`src/rtl/dmg_pkg.sv`:
```
// Shared DMG cartridge-ROM definitions: default ROM geometry and the read-owner tag
// carried alongside each in-flight PROM read.
package dmg_pkg;

  localparam int ROM_ADDR_W = 15;
  localparam int ROM_DATA_W = 8;

  typedef enum logic [1:0] {
    OWN_NONE = 2'd0,
    OWN_CPU  = 2'd1,
    OWN_DMA  = 2'd2
  } rom_owner_t;

endpackage

```
`src/rtl/rom_tag_pipe.sv`:
```
// Owner-tag delay line matching the PROM read latency; one tag enters every cycle
// so the tag leaving the end always names the owner of the byte on rom_data.
module rom_tag_pipe
  import dmg_pkg::*;
#(
  parameter int DEPTH = 1
) (
  input  logic       clk,
  input  logic       rst,
  input  rom_owner_t tag_in,
  output rom_owner_t tag_out
);

  rom_owner_t stage_r [DEPTH];

  // Shift register; synchronous clear discards every in-flight read.
  always_ff @(posedge clk) begin
    if (rst) begin
      for (int i = 0; i < DEPTH; i++) begin
        stage_r[i] <= OWN_NONE;
      end
    end else begin
      stage_r[0] <= tag_in;
      for (int i = 1; i < DEPTH; i++) begin
        stage_r[i] <= stage_r[i-1];
      end
    end
  end

  assign tag_out = stage_r[DEPTH-1];

endmodule

```
`src/rtl/cart_rom_arbiter.sv`:
```
// Shares the single-port cartridge PROM between the CPU and OAM DMA: one grant per
// cycle, DMA preferred but the CPU is guaranteed a slot after MAX_WAIT losses.
module cart_rom_arbiter
  import dmg_pkg::*;
#(
  parameter int ADDR_W   = ROM_ADDR_W,
  parameter int DATA_W   = ROM_DATA_W,
  parameter int ROM_LAT  = 1,
  parameter int MAX_WAIT = 3
) (
  input  logic              clk,
  input  logic              rst,
  input  logic              cpu_req,
  input  logic [ADDR_W-1:0] cpu_addr,
  output logic              cpu_gnt,
  output logic              cpu_rvalid,
  output logic [DATA_W-1:0] cpu_rdata,
  input  logic              dma_req,
  input  logic [ADDR_W-1:0] dma_addr,
  output logic              dma_gnt,
  output logic              dma_rvalid,
  output logic [DATA_W-1:0] dma_rdata,
  output logic              rom_ce,
  output logic [ADDR_W-1:0] rom_addr,
  input  logic [DATA_W-1:0] rom_data
);

  localparam logic [3:0] MAX_WAIT_C = 4'(MAX_WAIT);

  logic [3:0]        wait_ctr_r;
  logic [ADDR_W-1:0] addr_hold_r;
  logic              cpu_win_s;
  logic              dma_win_s;
  rom_owner_t        push_tag_s;
  rom_owner_t        ret_tag_s;

  // Grant decision: DMA wins ties until the CPU has waited MAX_WAIT cycles.
  always_comb begin
    cpu_win_s = 1'b0;
    dma_win_s = 1'b0;
    if (rst) begin
      cpu_win_s = 1'b0;
      dma_win_s = 1'b0;
    end else if (cpu_req && (!dma_req || (wait_ctr_r == MAX_WAIT_C))) begin
      cpu_win_s = 1'b1;
    end else if (dma_req) begin
      dma_win_s = 1'b1;
    end else begin
      cpu_win_s = 1'b0;
      dma_win_s = 1'b0;
    end
  end

  assign cpu_gnt = cpu_win_s;
  assign dma_gnt = dma_win_s;
  assign rom_ce  = cpu_win_s | dma_win_s;

  // PROM address mux and owner tag for this cycle; idle cycles replay the last address.
  always_comb begin
    rom_addr   = addr_hold_r;
    push_tag_s = OWN_NONE;
    if (rst) begin
      rom_addr = {ADDR_W{1'b0}};
    end else if (cpu_win_s) begin
      rom_addr   = cpu_addr;
      push_tag_s = OWN_CPU;
    end else if (dma_win_s) begin
      rom_addr   = dma_addr;
      push_tag_s = OWN_DMA;
    end else begin
      rom_addr   = addr_hold_r;
      push_tag_s = OWN_NONE;
    end
  end

  // CPU starvation counter and held copy of the last granted address.
  always_ff @(posedge clk) begin
    if (rst) begin
      wait_ctr_r  <= 4'd0;
      addr_hold_r <= {ADDR_W{1'b0}};
    end else begin
      if (rom_ce) begin
        addr_hold_r <= rom_addr;
      end
      if (!cpu_req || cpu_win_s) begin
        wait_ctr_r <= 4'd0;
      end else if (wait_ctr_r < MAX_WAIT_C) begin
        wait_ctr_r <= wait_ctr_r + 4'd1;
      end
    end
  end

  rom_tag_pipe #(
    .DEPTH (ROM_LAT)
  ) u_tag_pipe (
    .clk     (clk),
    .rst     (rst),
    .tag_in  (push_tag_s),
    .tag_out (ret_tag_s)
  );

  // Return demux: only the owning port sees rom_data, everything else reads zero.
  always_comb begin
    cpu_rvalid = 1'b0;
    dma_rvalid = 1'b0;
    cpu_rdata  = {DATA_W{1'b0}};
    dma_rdata  = {DATA_W{1'b0}};
    if (rst) begin
      cpu_rvalid = 1'b0;
      dma_rvalid = 1'b0;
    end else begin
      case (ret_tag_s)
        OWN_CPU: begin
          cpu_rvalid = 1'b1;
          cpu_rdata  = rom_data;
        end
        OWN_DMA: begin
          dma_rvalid = 1'b1;
          dma_rdata  = rom_data;
        end
        default: begin
          cpu_rvalid = 1'b0;
          dma_rvalid = 1'b0;
        end
      endcase
    end
  end

endmodule

```
`config.mk`:
```
export PLATFORM = sky130hd
export DESIGN_NAME = cart_rom_arbiter
export DESIGN_NICKNAME = d
export VERILOG_FILES = /design/src/rtl/dmg_pkg.sv /design/src/rtl/rom_tag_pipe.sv /design/src/rtl/cart_rom_arbiter.sv
export SDC_FILE = /design/constraint.sdc
export NUM_CORES = 1
export LEC_CHECK = 0
export ABC_AREA = 1
export CAP_MARGIN = 20
export CORE_MARGIN = 5
export CORE_UTILIZATION = 43
export CTS_BUF_LIST = sky130_fd_sc_hd__clkbuf_4 sky130_fd_sc_hd__clkbuf_8
export DETAILED_ROUTE_END_ITERATION = 10
export PLACE_DENSITY = 0.95
export SETUP_SLACK_MARGIN = 0.15
export SLEW_MARGIN = 10
export SYNTH_ARGS = -nofsm -noshare
export SYNTH_HDL_FRONTEND = slang
export SYNTH_HIERARCHICAL = 1
export SYNTH_SLANG_ARGS = --single-unit
```
`constraint.sdc`:
```
create_clock -name clk -period 3.9 [get_ports clk]
set_input_delay 0.975 -clock clk [delete_from_list [all_inputs] [get_ports clk]]
set_output_delay 0.975 -clock clk [all_outputs]
set_load 0.005 [all_outputs]
```
# == Yosys cells after proc, flatten, opt, wreduce, memory -nomap -nowiden ==
# Memories as Yosys holds them, arrays and structs flattened.
# Cells that the tools add are included.
# totals
register_bits,19
ramBits,2
output_inout_bits,36
wordCells,40
mem_count,1
# memory_table
name,words,word_bits,read_ports,rd_ports_with_merged_regs,write_ports,line,text
u_tag_pipe.stage_r,1,2,1,0,1,rom_tag_pipe.sv:14,rom_owner_t stage_r [DEPTH];
# classes
add_sub_neg,1
magnitude_cmp,1
n_eq_ne,3
mux,24
n_bitwise,1
reduce_logical,7
# op_table
operator,count
$mux W15,3
$mux W8,4
$mux W1,13
$mux W2,4
$add A4 B1 Y4 const B,1
$eq A4 B2 Y1 const B,1
$lt A4 B2 Y1 const B,1
$reduce_or A2 Y1,2
$eq A2 B1 Y1 const B,1
$eq A2 B2 Y1 const B,1
$logic_not A1 Y1,2
$logic_or A1 B1 Y1,2
$logic_and A1 B1 Y1,1
$or A1 B1 Y1,1

# == Logic depth before layout (Yosys ltp) ==
# Gate-level depths: netlist of run 1.
# logic_depth
depth_word,9
mapped_depth,8
depth_no_buf,7

# == Cells and area by module ==
# Netlist of run 1, hierarchy kept.
# modules_own_cells
module,n_inst,cells_each,area_each_um2,seq_area_each_um2
cart_rom_arbiter,1,188,1390.1,380.4
rom_tag_pipe,1,6,55.1,40.0

# == Worst setup path after synthesis of run 1 ==
# No wires, ideal clock.
# synth_path
path_kind,input port to output port
startpoint,in rst
endpoint,out rom_addr[0]
arrival_time_ns,1.630
slack_ns,1.295
cell_stages,8
path_buffers,1
path_cell_list,inv_4 -> nand2_4 -> inv_4 -> buf_6 -> nand3_2 -> nand3_2 -> nand2_2 -> inv_1
# synth_via
elab_chain_len,4
# synth_lines
item,line,text
start: declaration,cart_rom_arbiter.sv:12,"input logic rst,"
$mux W1,cart_rom_arbiter.sv:41,if (rst) begin
$mux W15,cart_rom_arbiter.sv:67,end else if (dma_win_s) begin
$mux W15,cart_rom_arbiter.sv:64,end else if (cpu_win_s) begin
$mux W15 *,cart_rom_arbiter.sv:62,if (rst) begin
end: declaration,cart_rom_arbiter.sv:24,"output logic [ADDR_W-1:0] rom_addr,"
# Mark *: on every way between the ends. The rest lies on a longest branch, timed or not.

# == Final worst setup path of run 1 ==
# layout_path
startpoint,in rst
endpoint,out rom_addr[3]
# Same word-level chain as after synthesis.

==> metrics.cfg, run 1 <==
[outcome]
status=finished clean

[setup_path]
worstPathArrival_ps=2380
crit_type=in -> out
startpoint_type=input port
cp_slowest_cell=clkdlybuf4s50_1
end_kind=output port
r2r_cells=6
required_ps=2920
r2r-end=addr_hold_r[10]
max_stage_delay_ps=480
rr_startpoint=wait_ctr_r[0]
rrSetupSlack_ps=2520
crit_fanout=10
cp_cell_sequence=dlymetal6s2s_1, clkinv_4, nand2_4, buf_4, nand3_1, nand3_2, nand2_2, inv_1, clkdlybuf4s50_1

[floorplan]
dieArea_mm2=0.00462
pin_count=78
die_h_um=68.0
dieWidth_um=68.0
start_util_pct=44.0
rows=21
core-area_mm2=0.00328

[place]
gp_congestion=0.772
port_buffers=77
dp_hpwl_um=3170

[layout]
layout-drive-gt1-share_pct=20.8
diodes=0
areaGrowthSynthToFinish_pct=58.1
nets=318

[power]
p_total_w=0.000484
power.density_mw_per_mm2=212
worst_ir_drop_vdd_v=0.000159
p_leak_nw=1.23

[synth]
ys_top_cells_by_count=inv_1 (48), nand3_1 (35), nand3_2 (28)
synth_cell_types=19
avgSynthCellArea_um2=7.45
syn_inst=194
synth_edf_count=0
async_reset_ff_share_pct=0
seq_area_frac_synth_pct=29.1
ys_top_cells_by_area=dfxtp_1 (29%), nand3_2 (19%), inv_1 (12%)
synth.most_common_cell=inv_1
synth_top_flop_cell=dfxtp_1
netlist.area_leader.share_pct=29.1
syn-num-nets=237
synth_area_mm2=0.00145
yosysTopAreaCell=dfxtp_1
ys_ff_latch=21
yosys_warnings=6

[clock_tree]
htreeDepth=1
cts.sinks=21
cts_tree=yes
cts_buffer_depth=2
clkLatencyLatePin_ps=310
clkSlewWorstSetupHoldPaths_ps=110
numCtsBuffers=3
root_buffer=clkbuf_4

[route]
wirelength_um=4090
first_pass_iters=4
first_iter_violations=71
viasPerCell=4.68
via_count=1499
ant_nets=0
wl_per_cell_um=12.8
drc=0

[timing]
skew_ps=14.6
slew_headroom_pct=78.3
worst_pin_slew_ps=325
hold_violations=0
slew_violations=0
post-route-period-util_pct=86.1
min_period_ps=3360
setup_viol=0
rsz0062_at_grt=no
fmax_mhz=298
setup_tns_ps=0

[flow_run]
maxCapViolCount=0

[hold_path]
whs_path_depth=2
min_from=wait_ctr_r[2]
hold_path_class=reg -> reg
hold_end=wait_ctr_r[2]

[grt]
grt-ovfl-total=0
grt_pass1_wl_um=6350
grt_pass1_vias=1428
grt_max_degree=18
antenna_found_initial=0
track_usage_pct=17.9

## power by group
group | switching [W] | internal, W
registers | 0.00000294 | 0.000225
logic | 0.0000649 | 0.0000839
clock network | 0.0000698 | 0.0000383
## sequential cells by signal, summed over array words and instances, names as in the netlist
signal,cells
addr_hold_r,15
wait_ctr_r,4
u_tag_pipe/stage_r,2
## kinds of logic (layout without fill, tap and decap cells)
group                      after synthesis  after routing  share of synthesized area (%)
adders and majority gates                1              1                          0.866
xor gates and xnor gates                 1              1                          0.606
DFF                                     21             21                           29.1
buffers and inverters                   58            138                           19.5
AOI/OAI and AO/OA                        1              1                          0.606
and+or+nand+nor                        112            112                           49.4
## cell usage in the layout (no fill, tap or decap), types with 2 or more instances in the layout
master,instances
buf_4,5
clkbuf_4,3
clkdlybuf4s50_1,74
clkinv_4,2
dfxtp_1,21
dlymetal6s2s_1,3
inv_1,48
nand2_1,12
nand2_2,9
nand2_4,4
nand3_1,35
nand3_2,28
nor2_1,22
## routing by layer
layer / vias up / part of all wire (%) / wire, µm / track usage, %
li1: 759 / - / - / -
met1: 683 / 40 / 1640 / 20.6
met2: 55 / 51 / 2070 / 32.6
met3: 2 / 8.9 / 363 / 4.27
met4: 0 / 0.49 / 20 / 5.21
met5: - / 0 / 0 / 0
## worst max path at each step
stage          cells after the start  start  slack, ps            to
2_1_floorplan                      8    rst       1300   rom_addr[0]
3_3_place_gp                       9    rst        200   rom_addr[9]
3_5_place_dp                       9    rst        140  rom_addr[11]
4_1_cts                            9    rst        150   rom_addr[2]
5_1_grt                            9    rst        430  rom_addr[13]
6_report                           9    rst        540   rom_addr[3]
## critical path: cells and delay by family
kind	cells	cell delay, ps
simple gates	4	370
buf+inv	5	1020
## per-stage QoR
step / util [%] / cells / hold WS, ps / area, µm² / setup WS, ps
2_1_floorplan: - / 194 / 443 / 1450 / 1300
3_3_place_gp: 67.5 / 313 / 451 / 2220 / 204
3_5_place_dp: 67.5 / 313 / 463 / 2220 / 138
4_1_cts: 68.4 / 317 / 479 / 2250 / 149
5_1_grt: 69.6 / 320 / 495 / 2280 / 430
6_report: 69.6 / 320 / 475 / 2280 / 542
## final cells by class
cell class              instances  area [µm²]
fillers                       272        1000
clock buffers                   3        22.5
multi-input cells             115         743
repair buffers                 83         827
flip-flops and latches         21         420
well taps                      46        57.6
clock inverters                 1        5.00
inverters                      51         209
## timing repair
item,CTS,global route
setup buffers,0,3
hold buffers,0,0
endpoints found under the setup margin,2,15
resized for setup,1,6
cloned,0,0
pin swaps,0,0
Power figures use the tool's default switching activity.
==> inputs of run 2 (changes only) <==
CORE_ASPECT_RATIO = 1.25   (was unset)
==> metrics.cfg, run 2 (synthesis gave the netlist of run 1 again) <==
[outcome]
status=finished clean  ; unchanged

[setup_path]
cp_slowest_cell=clkdlybuf4s50_1  ; unchanged
r2r-end=addr_hold_r[9]  ; was addr_hold_r[10]
rrSetupSlack_ps=2480  ; was 2520 ps
crit_top_cell=nand3_1
cp_cell_sequence=dlygate4sd2_1, nand2_4, clkinv_4, nand3_1, nand3_1, nand2_1, inv_1, clkdlybuf4s50_1  ; was dlymetal6s2s_1, clkinv_4, nand2_4, buf_4, nand3_1, nand3_2, nand2_2, inv_1, clkdlybuf4s50_1
crit_fanout=16  ; was 10
rr_startpoint=wait_ctr_r[0]  ; unchanged
max_stage_delay_ps=490  ; was 480 ps
startpoint_type=input port  ; unchanged
r2r_cells=6  ; unchanged
critPathBufInv=4  ; was 5
cp.depth=8  ; was 9
end_kind=output port  ; unchanged
worstPathArrival_ps=2530  ; was 2380 ps
path_delay_family=buffers and inverters  ; unchanged
crit_type=in -> out  ; unchanged
crit_start=dma_req  ; was rst
critPathCapture=rom_addr[9]  ; was rom_addr[3]
required_ps=2920  ; about the same

[power]
power.density_mw_per_mm2=230  ; was 212 mW/mm²
worst_ir_drop_vdd_v=0.000226  ; was 0.000159 V
p_leak_nw=1.23  ; about the same

[layout]
diodes=0  ; unchanged
final_common_cell=clkdlybuf4s50_1  ; unchanged
reg.largest.list=addr_hold_r (15), wait_ctr_r (4), u_tag_pipe/stage_r (2)  ; unchanged
fin_util_pct=71.1  ; was 69.6%
nets=318  ; unchanged
layout_common_cells=clkdlybuf4s50_1 (74), inv_1 (48), nand3_1 (35)  ; unchanged
fillers=249  ; was 272
fin_cells=311  ; was 320
largest_reg_flops=15  ; unchanged
layout-drive-gt1-share_pct=20.8  ; unchanged
multi_input_area_um2=752  ; was 743 µm²
ff_latch_area_um2=420  ; unchanged
top_register=addr_hold_r  ; unchanged
areaGrowthSynthToFinish_pct=58.6  ; was 58.1%

[timing]
rsz0062_at_grt=no  ; unchanged
slew_violations=0  ; unchanged
worst_pin_slew_ps=320  ; was 325 ps
finalWorstSetupSlack_ps=394  ; was 542 ps
setup_viol=0  ; unchanged
fmax_mhz=285  ; was 298 MHz
setup_tns_ps=0  ; unchanged
hold_violations=0  ; unchanged
skew_ps=4.18  ; was 14.6 ps
slew_headroom_pct=78.6  ; was 78.3%
post-route-period-util_pct=89.9  ; was 86.1%
min_period_ps=3510  ; was 3360 ps

[flow_run]
maxCapViolCount=0  ; unchanged

[hold_path]
hold_path_class=reg -> reg  ; unchanged

[floorplan]
rows=23  ; was 21
die_h_um=74.8  ; was 68.0 µm
core-area_mm2=0.00322  ; was 0.00328 mm²
dieWidth_um=61.9  ; was 68.0 µm
pin_count=78  ; unchanged
start_util_pct=44.8  ; was 44.0%
dieArea_mm2=0.00463  ; was 0.00462 mm²

[grt]
antenna_found_initial=0  ; unchanged
grt_max_degree=19  ; was 18
grt-ovfl-total=0  ; unchanged
grt_pass1_wl_um=6170  ; was 6350 µm
track_usage_pct=17.8  ; was 17.9%
grt_pass1_vias=1442  ; was 1428

[clock_tree]
cts.sinks=21  ; unchanged
cts_buffer_depth=2  ; unchanged
cts_hold_buffers=0  ; unchanged
cts_tree=yes  ; unchanged
numCtsBuffers=3  ; unchanged
clkLatencyLatePin_ps=260  ; was 310 ps
htreeDepth=1  ; unchanged
clkSlewWorstSetupHoldPaths_ps=70  ; was 110 ps
root_buffer=clkbuf_8  ; was clkbuf_4

[route]
m1WireLength_um=1540  ; was 1640 µm
drc=0  ; unchanged
wirelength_um=4170  ; was 4090 µm
top_layer_used=met4  ; unchanged
ant_nets=0  ; unchanged
first_iter_violations=53  ; was 71
first_pass_iters=4  ; unchanged
dr_wl_met3_um=282  ; was 363 µm
wl_per_cell_um=13.4  ; was 12.8 µm
via_count=1486  ; was 1499
met2_length_um=2190  ; was 2070 µm
viasPerCell=4.78  ; was 4.68

[place]
port_buffers=77  ; unchanged
gp_congestion=0.783  ; was 0.772
pre_cts_ws_ps=44.8  ; was 138 ps
dp_hpwl_um=3170  ; about the same
post-place-cells=303  ; was 313

## run 2: worst min path at each step
| stage | startpoint | end | slack [ps] | depth (start not counted) |
|---|---|---|---|---|
| 6_report | wait_ctr_r[3] | wait_ctr_r[3] | 470 | 2 |
| 5_1_grt | wait_ctr_r[3] | wait_ctr_r[3] | 480 | 2 |
| 4_1_cts | wait_ctr_r[2] | wait_ctr_r[2] | 470 | 2 |
| 3_5_place_dp | wait_ctr_r[2] | wait_ctr_r[2] | 460 | 2 |
| 3_3_place_gp | wait_ctr_r[2] | wait_ctr_r[2] | 450 | 2 |
| 2_1_floorplan | wait_ctr_r[2] | wait_ctr_r[2] | 440 | 2 |
## run 2: repair_timing
action / 4_1_cts / 5_1_grt
pin swaps: 0 / 0
endpoints found under the setup margin: 15 / 15
cloned: 1 / 0
resized for setup: 3 / 4
buffers inserted: 1 / 2
## run 2: area by class of cell
cell class	count	share of cell area (%)
tap	37	2.02
multi-input combinational	115	32.8
sequential	21	18.3
timing repair inverter	1	0.273
inverter	51	9.12
timing repair buffer	82	35.3
clock buffer	4	2.13
## run 2: layer usage
layer / global-route usage, % / up-vias
met5: 0 / -
li1: - / 756
met2: 31.4 / 56
met1: 19.1 / 658
met4: 11.1 / 0
met3: 3.09 / 16
## run 2: per-stage QoR
step           total power [W]  area (µm²)  hold WS, ps
2_1_floorplan         0.000300        1450          443
3_3_place_gp          0.000374        2200          449
3_5_place_dp          0.000378        2200          457
4_1_cts               0.000528        2260          469
5_1_grt               0.000551        2290          483
6_report              0.000526        2290          466
## run 2: power by group
| group | switching [W] | leakage, nW | total, W | internal (W) |
|---|---|---|---|---|
| clock | 0.0000696 | 0.0262 | 0.000149 | 0.0000798 |
| sequential | 0.00000306 | 0.172 | 0.000228 | 0.000225 |
| combinational | 0.0000665 | 1.03 | 0.000149 | 0.0000830 |
| total | 0.000139 | 1.23 | 0.000526 | 0.000387 |
## run 2: worst register-to-register path, stage by stage (launching register included)
cell and delay (ps):
dfxtp_1 350, ha_1 280, nand3_4 260, nand3_1 190, nand3_1 110, nand2_1 100, inv_1 40
